===== config.mk =====
export PLATFORM = sky130hd
export DESIGN_NAME = if_id_stage_buffer
export DESIGN_NICKNAME = d
export VERILOG_FILES = /design/src/rtl/if_id_stage_buffer.sv
export SDC_FILE = /design/constraint.sdc
export NUM_CORES = 1
export LEC_CHECK = 0
export CAP_MARGIN = 20
export CORE_MARGIN = 5
export CORE_UTILIZATION = 45
export CTS_CLUSTER_DIAMETER = 150
export DETAILED_ROUTE_END_ITERATION = 10
export PLACE_DENSITY_LB_ADDON = 0.05
export RECOVER_POWER = 25
export SYNTH_ARGS = -nofsm -noshare
export SYNTH_HDL_FRONTEND = slang
export SYNTH_SLANG_ARGS = --single-unit

===== constraint.sdc =====
create_clock -name clk -period 7.6 [get_ports clk]
set_input_delay 1.14 -clock clk [delete_from_list [all_inputs] [get_ports clk]]
set_output_delay 1.14 -clock clk [all_outputs]
set_load 0.05 [all_outputs]

===== src/rtl/if_id_stage_buffer.sv =====
// -----------------------------------------------------------------------------
// if_id_stage_buffer
//   IF/ID pipeline register with a small in-order skid FIFO that absorbs
//   instruction-bus responses returning while decode is stalled. Tracks
//   outstanding fetches to throttle IF, and discards responses that belong
//   to requests issued before a flush.
//
// Ports:
//   clk, resetn        clock, asynchronous active-low reset
//   IF_ID_reg_stall    hold the ID register (hazard detection)
//   flush              squash ID and every fetched-not-decoded instruction
//   inst_req_fire      a fetch address was accepted by the bus this cycle
//   inst_data_ok       fetch response valid this cycle
//   inst_rdata/pc_resp response instruction word and its PC
//   can_issue          IF may issue a new fetch this cycle
//   valid_ID/pc_ID/inst_ID  decode-stage instruction
//   buf_count          skid FIFO occupancy
//
// Optional feature (macro IF_ID_PERF_EN):
//   perf_stall_cycles  cycles with a live ID instruction held by a stall
//   perf_bubble_cycles cycles in which ID loads a bubble
// -----------------------------------------------------------------------------
module if_id_stage_buffer #(
  parameter int BUF_DEPTH = 2,
  parameter int CNT_W     = 2
) (
  input  logic             clk,
  input  logic             resetn,
  input  logic             IF_ID_reg_stall,
  input  logic             flush,
  input  logic             inst_req_fire,
  input  logic             inst_data_ok,
  input  logic [31:0]      inst_rdata,
  input  logic [31:0]      pc_resp,
  output logic             can_issue,
  output logic             valid_ID,
  output logic [31:0]      pc_ID,
  output logic [31:0]      inst_ID,
  output logic [CNT_W:0]   buf_count
`ifdef IF_ID_PERF_EN
  ,
  output logic [31:0]      perf_stall_cycles,
  output logic [31:0]      perf_bubble_cycles
`endif
);

  localparam int PTR_W = (BUF_DEPTH > 1) ? $clog2(BUF_DEPTH) : 1;

  typedef struct packed {
    logic [31:0] pc;
    logic [31:0] inst;
  } entry_t;

  entry_t           r_mem [BUF_DEPTH];
  logic [PTR_W-1:0] r_rd_ptr;
  logic [PTR_W-1:0] r_wr_ptr;
  logic [CNT_W:0]   r_count;
  logic [CNT_W-1:0] r_outstanding;
  logic [CNT_W-1:0] r_discard;
  logic             r_valid;
  logic [31:0]      r_pc;
  logic [31:0]      r_inst;

  logic             w_live;
  logic             w_fifo_empty;
  logic             w_load_ok;
  logic             w_pop;
  logic             w_push;
  logic [CNT_W+1:0] w_inflight;

  // A response is kept only if no stale responses are still owed and no
  // flush is squashing the pipe this cycle.
  assign w_live       = inst_data_ok && (r_discard == '0) && !flush;
  assign w_fifo_empty = (r_count == '0);
  assign w_load_ok    = !flush && !IF_ID_reg_stall;
  assign w_pop        = w_load_ok && !w_fifo_empty;
  // Bypass straight into ID only when the FIFO is empty; otherwise queue
  // behind older entries to keep program order.
  assign w_push       = w_live && (IF_ID_reg_stall || !w_fifo_empty);

  // Counting buffered plus in-flight fetches reserves a FIFO slot for every
  // response that could come back live.
  assign w_inflight = {2'b00, r_outstanding} + {1'b0, r_count};
  assign can_issue  = w_inflight < (CNT_W+2)'(BUF_DEPTH);

  function automatic logic [PTR_W-1:0] ptr_inc(input logic [PTR_W-1:0] p);
    if (p == PTR_W'(BUF_DEPTH - 1)) return '0;
    return p + 1'b1;
  endfunction

  // Outstanding / discard bookkeeping
  // NOTE: sequential state uses non-blocking assignments so every flop
  // samples pre-edge values regardless of block ordering.
  always_ff @(posedge clk or negedge resetn) begin
    if (!resetn) begin
      r_outstanding <= '0;
      r_discard     <= '0;
    end else begin
      r_outstanding <= r_outstanding + CNT_W'(inst_req_fire) - CNT_W'(inst_data_ok);
      if (flush) begin
        // Everything outstanding before this edge is stale, minus the
        // response consumed now; a fire in this cycle is already redirected.
        r_discard <= r_outstanding - CNT_W'(inst_data_ok);
      end else if (inst_data_ok && (r_discard != '0)) begin
        r_discard <= r_discard - 1'b1;
      end
    end
  end

  // FIFO pointers and occupancy
  always_ff @(posedge clk or negedge resetn) begin
    if (!resetn) begin
      r_rd_ptr <= '0;
      r_wr_ptr <= '0;
      r_count  <= '0;
    end else if (flush) begin
      r_rd_ptr <= '0;
      r_wr_ptr <= '0;
      r_count  <= '0;
    end else begin
      if (w_push) r_wr_ptr <= ptr_inc(r_wr_ptr);
      if (w_pop)  r_rd_ptr <= ptr_inc(r_rd_ptr);
      case ({w_push, w_pop})
        2'b10:   r_count <= r_count + 1'b1;
        2'b01:   r_count <= r_count - 1'b1;
        default: r_count <= r_count;
      endcase
    end
  end

  // NOTE: storage has no reset; emptiness is tracked by the pointers and
  // count, so stale contents are never observed.
  always_ff @(posedge clk) begin
    if (w_push) r_mem[r_wr_ptr] <= '{pc: pc_resp, inst: inst_rdata};
  end

  // ID register
  always_ff @(posedge clk or negedge resetn) begin
    if (!resetn) begin
      r_valid <= 1'b0;
      r_pc    <= '0;
      r_inst  <= '0;
    end else if (flush) begin
      r_valid <= 1'b0;
    end else if (!IF_ID_reg_stall) begin
      if (w_pop) begin
        r_valid <= 1'b1;
        r_pc    <= r_mem[r_rd_ptr].pc;
        r_inst  <= r_mem[r_rd_ptr].inst;
      end else if (w_live) begin
        r_valid <= 1'b1;
        r_pc    <= pc_resp;
        r_inst  <= inst_rdata;
      end else begin
        // Bubble: payload holds its last value, only valid drops.
        r_valid <= 1'b0;
      end
    end
  end

  assign valid_ID  = r_valid;
  assign pc_ID     = r_pc;
  assign inst_ID   = r_inst;
  assign buf_count = r_count;

`ifdef IF_ID_PERF_EN
  logic [31:0] r_perf_stall;
  logic [31:0] r_perf_bubble;

  always_ff @(posedge clk or negedge resetn) begin
    if (!resetn) begin
      r_perf_stall  <= '0;
      r_perf_bubble <= '0;
    end else begin
      if (r_valid && IF_ID_reg_stall && !flush) r_perf_stall <= r_perf_stall + 1'b1;
      if (w_load_ok && w_fifo_empty && !w_live) r_perf_bubble <= r_perf_bubble + 1'b1;
    end
  end

  assign perf_stall_cycles  = r_perf_stall;
  assign perf_bubble_cycles = r_perf_bubble;
`endif

  // Overflow is impossible while IF honours can_issue.
  a_no_overflow: assert property (@(posedge clk) disable iff (!resetn)
    !(w_push && !w_pop && (r_count == (CNT_W+1)'(BUF_DEPTH))));

  a_no_orphan_resp: assert property (@(posedge clk) disable iff (!resetn)
    !(inst_data_ok && (r_outstanding == '0)));

endmodule


==> impl_metrics.py <==
metrics = {
    "hold_path": {
        "worstHoldStart": "pc_ID[29]$_DFFE_PN0P_",
        "hold_class": "reg2reg",
    },
    "setup_path": {
        "cp_num_buf_inv": 2,
        "critPathRequiredTime_ps": 7750,
        "cpMaxStageDelayCell": "clkbuf_1",
        "cp.arrival_ps": 4310,
        "crit_start": "resetn",
        "cp_common_cell": "clkbuf_1",
        "crit_path_end_kind": "async pin",
        "critPathLaunchType": "input pin",
        "path_delay_family": "buffers and inverters",
        "path_cells": "clkbuf_1, clkbuf_1",
        "critical_path_class": "in2async",
        "r2r-start": "r_discard[0]$_DFFE_PN0P_",
        "critPathMaxStageDelay_ps": 1660,
        "path_max_fanout": 39,
    },
    "sta": {
        "max_slew_margin_pct": -47.17,
        "fin_skew_ps": 11.82,
        "min_period_over_period_pct": 54.83,
        "clock.fmax_mhz": 240.0,
        "fin_tns_setup_ps": 0,
        "finalCriticalPeriod_ps": 4167,
        "hold_viol_final": 0,
        "rsz0062_at_grt": "no",
        "worst_pin_slew_ps": 2208,
        "maxSlewViolCount": 77,
        "setup_violations": 0,
    },
    "synth": {
        "yosysTopAreaCellShare_pct": 44.82,
        "syn-mean-instance-area_sq_um": 15.07,
        "synth.largest_area_cell": "edfxtp_1",
        "synth_nets": 645,
        "synth.cell_area_sq_mm": 0.008576,
        "synthDistinctLibCells": 37,
        "yosys_warnings": 0,
        "synth.area.top_cells": "edfxtp_1 45%, dfrtp_1 22%, mux2i_1 15%, a22o_1 6.5%, nand3_1 3.9%",
        "synth_cells": 569,
        "synth_seq_area_share_pct": 66.41,
        "synth-seq-cells": 202,
    },
    "finish": {
        "nets": 767,
        "final_layout_size_suffix_gt1_share_pct": 7.355,
        "n_antenna_cell": 0,
        "synthToLayoutAreaGrowth_pct": 25.44,
    },
    "run_status": {
        "run_status": "finished, violations left",
        "violations": "max-capacitance violations, max-slew violations",
    },
    "routing": {
        "drt-initial-drc-count": 385,
        "wl_per_cell_um": 20.55,
        "vias": 5331,
        "wirelength_um": 19330,
        "viasPerCell": 5.665,
        "drcViolationCount": 0,
        "drtAntennaViolNets": 0,
        "firstDrtPassIters": 4,
    },
    "power_and_ir_drop": {
        "pwr-share-clk_pct": 22.7,
        "p_comb_share_pct": 42.7,
        "p_sw_w": 0.001713,
        "p_per_area_mw_per_mm2": 411.0,
        "leakage_nw": 4.146,
        "intPower_w": 0.002708,
        "swShare_pct": 38.75,
        "ir_drop_v": 0.0002241,
        "total_power_w": 0.004421,
        "seqPwrFrac_pct": 34.6,
    },
    "cts": {
        "h-tree-depth": 1,
        "postCtsSetupBuffers": 0,
        "cts_num_sinks": 202,
        "clk_pin_slew_worst_paths_ps": 60,
        "cts_tree": "built",
        "cts_root_buf": "clkbuf_16",
        "cts_hold_buf": 0,
        "cts_resized": 0,
        "cts_buffers": 22,
        "clockBufferDepth": 3,
        "clk_latency_ps": 490,
    },
    "grt": {
        "grt_start_max_net_pins": 75,
        "grt_pass1_vias": 5541,
        "grt_usage_pct": 17.28,
        "antenna_found_initial": 1,
        "grt_pass1_wl_um": 30430,
        "grt-ovfl-total": 0,
    },
    "floorplanning": {
        "die_w_um": 148.0,
        "die_h_um": 148.0,
        "coreArea_sq_mm": 0.01871,
        "rows": 50,
        "die-area_sq_mm": 0.02192,
        "ioPinCount": 139,
        "initial_utilization_pct": 45.85,
    },
    "placement": {
        "hpwlAfterDp_um": 11110,
        "gp_congestion": 0.7561,
        "numPortBuffers": 138,
    },
    "run": {
        "drv_cap": 2,
    },
}
final timing paths:
kind / cells after the start / end / slack, ps
min in group asynchronous: 1 / pc_ID[15]$_DFFE_PN0P_ / 1250
min: 1 / pc_ID[29]$_DFFE_PN0P_ / 500
max: 2 / inst_ID[1]$_DFFE_PN0P_ / 3430
max reg2reg: 6 / r_mem[1][38]$_DFFE_PP_ / 4610
min reg2reg: 1 / pc_ID[29]$_DFFE_PN0P_ / 500
max in group clk: 6 / can_issue / 3620
worst register-to-register path: stages (launching register included):
cell and delay, ps:
dfrtp_1 360, inv_1 90, ha_2 180, and2_1 270, o21ai_0 240, nor3b_2 670, buf_4 750
cell usage in the layout, fill, tap and decap left out, types with 2 or more instances in the layout:
cell / synthesis / layout
clkdlybuf4s50_1: 0 / 113
ha_1: 4 / 3
nand2_1: 3 / 3
clkbuf_16: 0 / 23
a22o_1: 64 / 64
buf_4: 3 / 9
inv_1: 6 / 6
mux2_2: 2 / 2
nor2_1: 4 / 3
o21ai_0: 3 / 3
or3_1: 3 / 3
clkbuf_1: 26 / 7
dfrtp_1: 74 / 73
nand2b_1: 2 / 2
edfxtp_1: 128 / 128
nand3_1: 66 / 66
dlygate4sd3_1: 0 / 23
fa_1: 2 / 2
a21boi_0: 2 / 2
o211ai_1: 2 / 2
clkinv_1: 0 / 2
nor3_1: 4 / 3
xnor2_1: 3 / 3
mux2i_1: 131 / 131
nor2b_1: 3 / 3
clkinv_2: 0 / 8
stage by stage:
| step | std cells | worst slack, ps | hold WS [ps] | utilization [%] | instance area, sq um |
|---|---|---|---|---|---|
| final | 941 | 3433 | 502.4 | 57.51 | 10760 |
| after floorplan | 569 | 397.9 | 584.3 | - | 8576 |
| after detailed placement | 900 | 3164 | 491.2 | 53.85 | 10070 |
| after global routing | 941 | 2553 | 514.3 | 57.51 | 10760 |
| after global placement | 900 | 3273 | 488.1 | 53.85 | 10070 |
| after CTS | 940 | 3601 | 508.1 | 57.51 | 10760 |
synthesized netlist by cell type:
| library cell | instances |
|---|---|
| a221oi_1 | 1 |
| a21boi_0 | 2 |
| nand3_1 | 66 |
| o21ai_0 | 3 |
| xnor2_1 | 3 |
| xor2_1 | 1 |
| edfxtp_1 | 128 |
| a22o_1 | 64 |
| o21ai_4 | 1 |
| dfrtp_1 | 74 |
| inv_1 | 6 |
| buf_2 | 13 |
| and2_1 | 1 |
| nor3_1 | 4 |
| a31oi_1 | 1 |
| nand2b_1 | 2 |
| a211oi_1 | 1 |
| o211ai_1 | 2 |
| ha_1 | 4 |
| clkbuf_1 | 26 |
| nor3_2 | 1 |
| and3_1 | 1 |
| and4b_1 | 1 |
| a311oi_1 | 1 |
| fa_1 | 2 |
| nor3b_1 | 1 |
| mux2i_1 | 131 |
| mux2_2 | 2 |
| a21oi_1 | 1 |
| buf_6 | 7 |
| nand4_1 | 1 |
| or3_1 | 3 |
| buf_4 | 3 |
| nor2b_1 | 3 |
| buf_1 | 1 |
| nor2_1 | 4 |
| nand2_1 | 3 |
final cells by class:
type	count	area (sq um)
clock buffers	29	608.1
clock inverters	11	77.57
fillers	1471	7948
inverters	6	22.52
multi-input cells	311	2616
flip-flops and latches	202	5699
well taps	234	292.8
repair buffers	148	1441
layer usage:
layer / up-vias / share of wire (%) / global-route usage, %
met5: - / 0.036 / 0
met4: 2 / 1.4 / 3.372
met3: 23 / 5.9 / 4.077
met2: 140 / 47 / 28.11
met1: 2736 / 46 / 24.05
li1: 2430 / - / -
cell families (layout without fill, tap and decap cells):
| kind of cell | after synthesis | after routing | share of synthesized area (%) |
|---|---|---|---|
| AO/OA/AOI/OAI | 77 | 77 | 7.674 |
| buffers and inverters | 56 | 194 | 3.385 |
| XOR/XNOR | 4 | 4 | 0.4086 |
| multiplexers | 133 | 133 | 15.55 |
| adder cells (fa/ha/maj) | 6 | 6 | 1.051 |
| flip-flops | 202 | 202 | 66.41 |
| AND/OR/NAND/NOR | 91 | 91 | 5.515 |
power groups by stage:
stage / sequential [W] / clock [W] / combinational (W)
2_1_floorplan: 0.00206 / 0 / 0.000827
3_3_place_gp: 0.00155 / 0 / 0.00188
3_5_place_dp: 0.00154 / 0 / 0.00191
4_1_cts: 0.00153 / 0.00103 / 0.00191
5_1_grt: 0.00155 / 0.00108 / 0.00200
6_report: 0.00153 / 0.00101 / 0.00189
sequential cells by signal, indices dropped and copies added (netlist names):
name and count:
buf_count 3, inst_ID 32, pc_ID 32, r_discard 2, r_mem 128, r_outstanding 2, r_rd_ptr 1, r_wr_ptr 1
valid_ID 1
No activity file was read; power rests on OpenSTA's default activity.
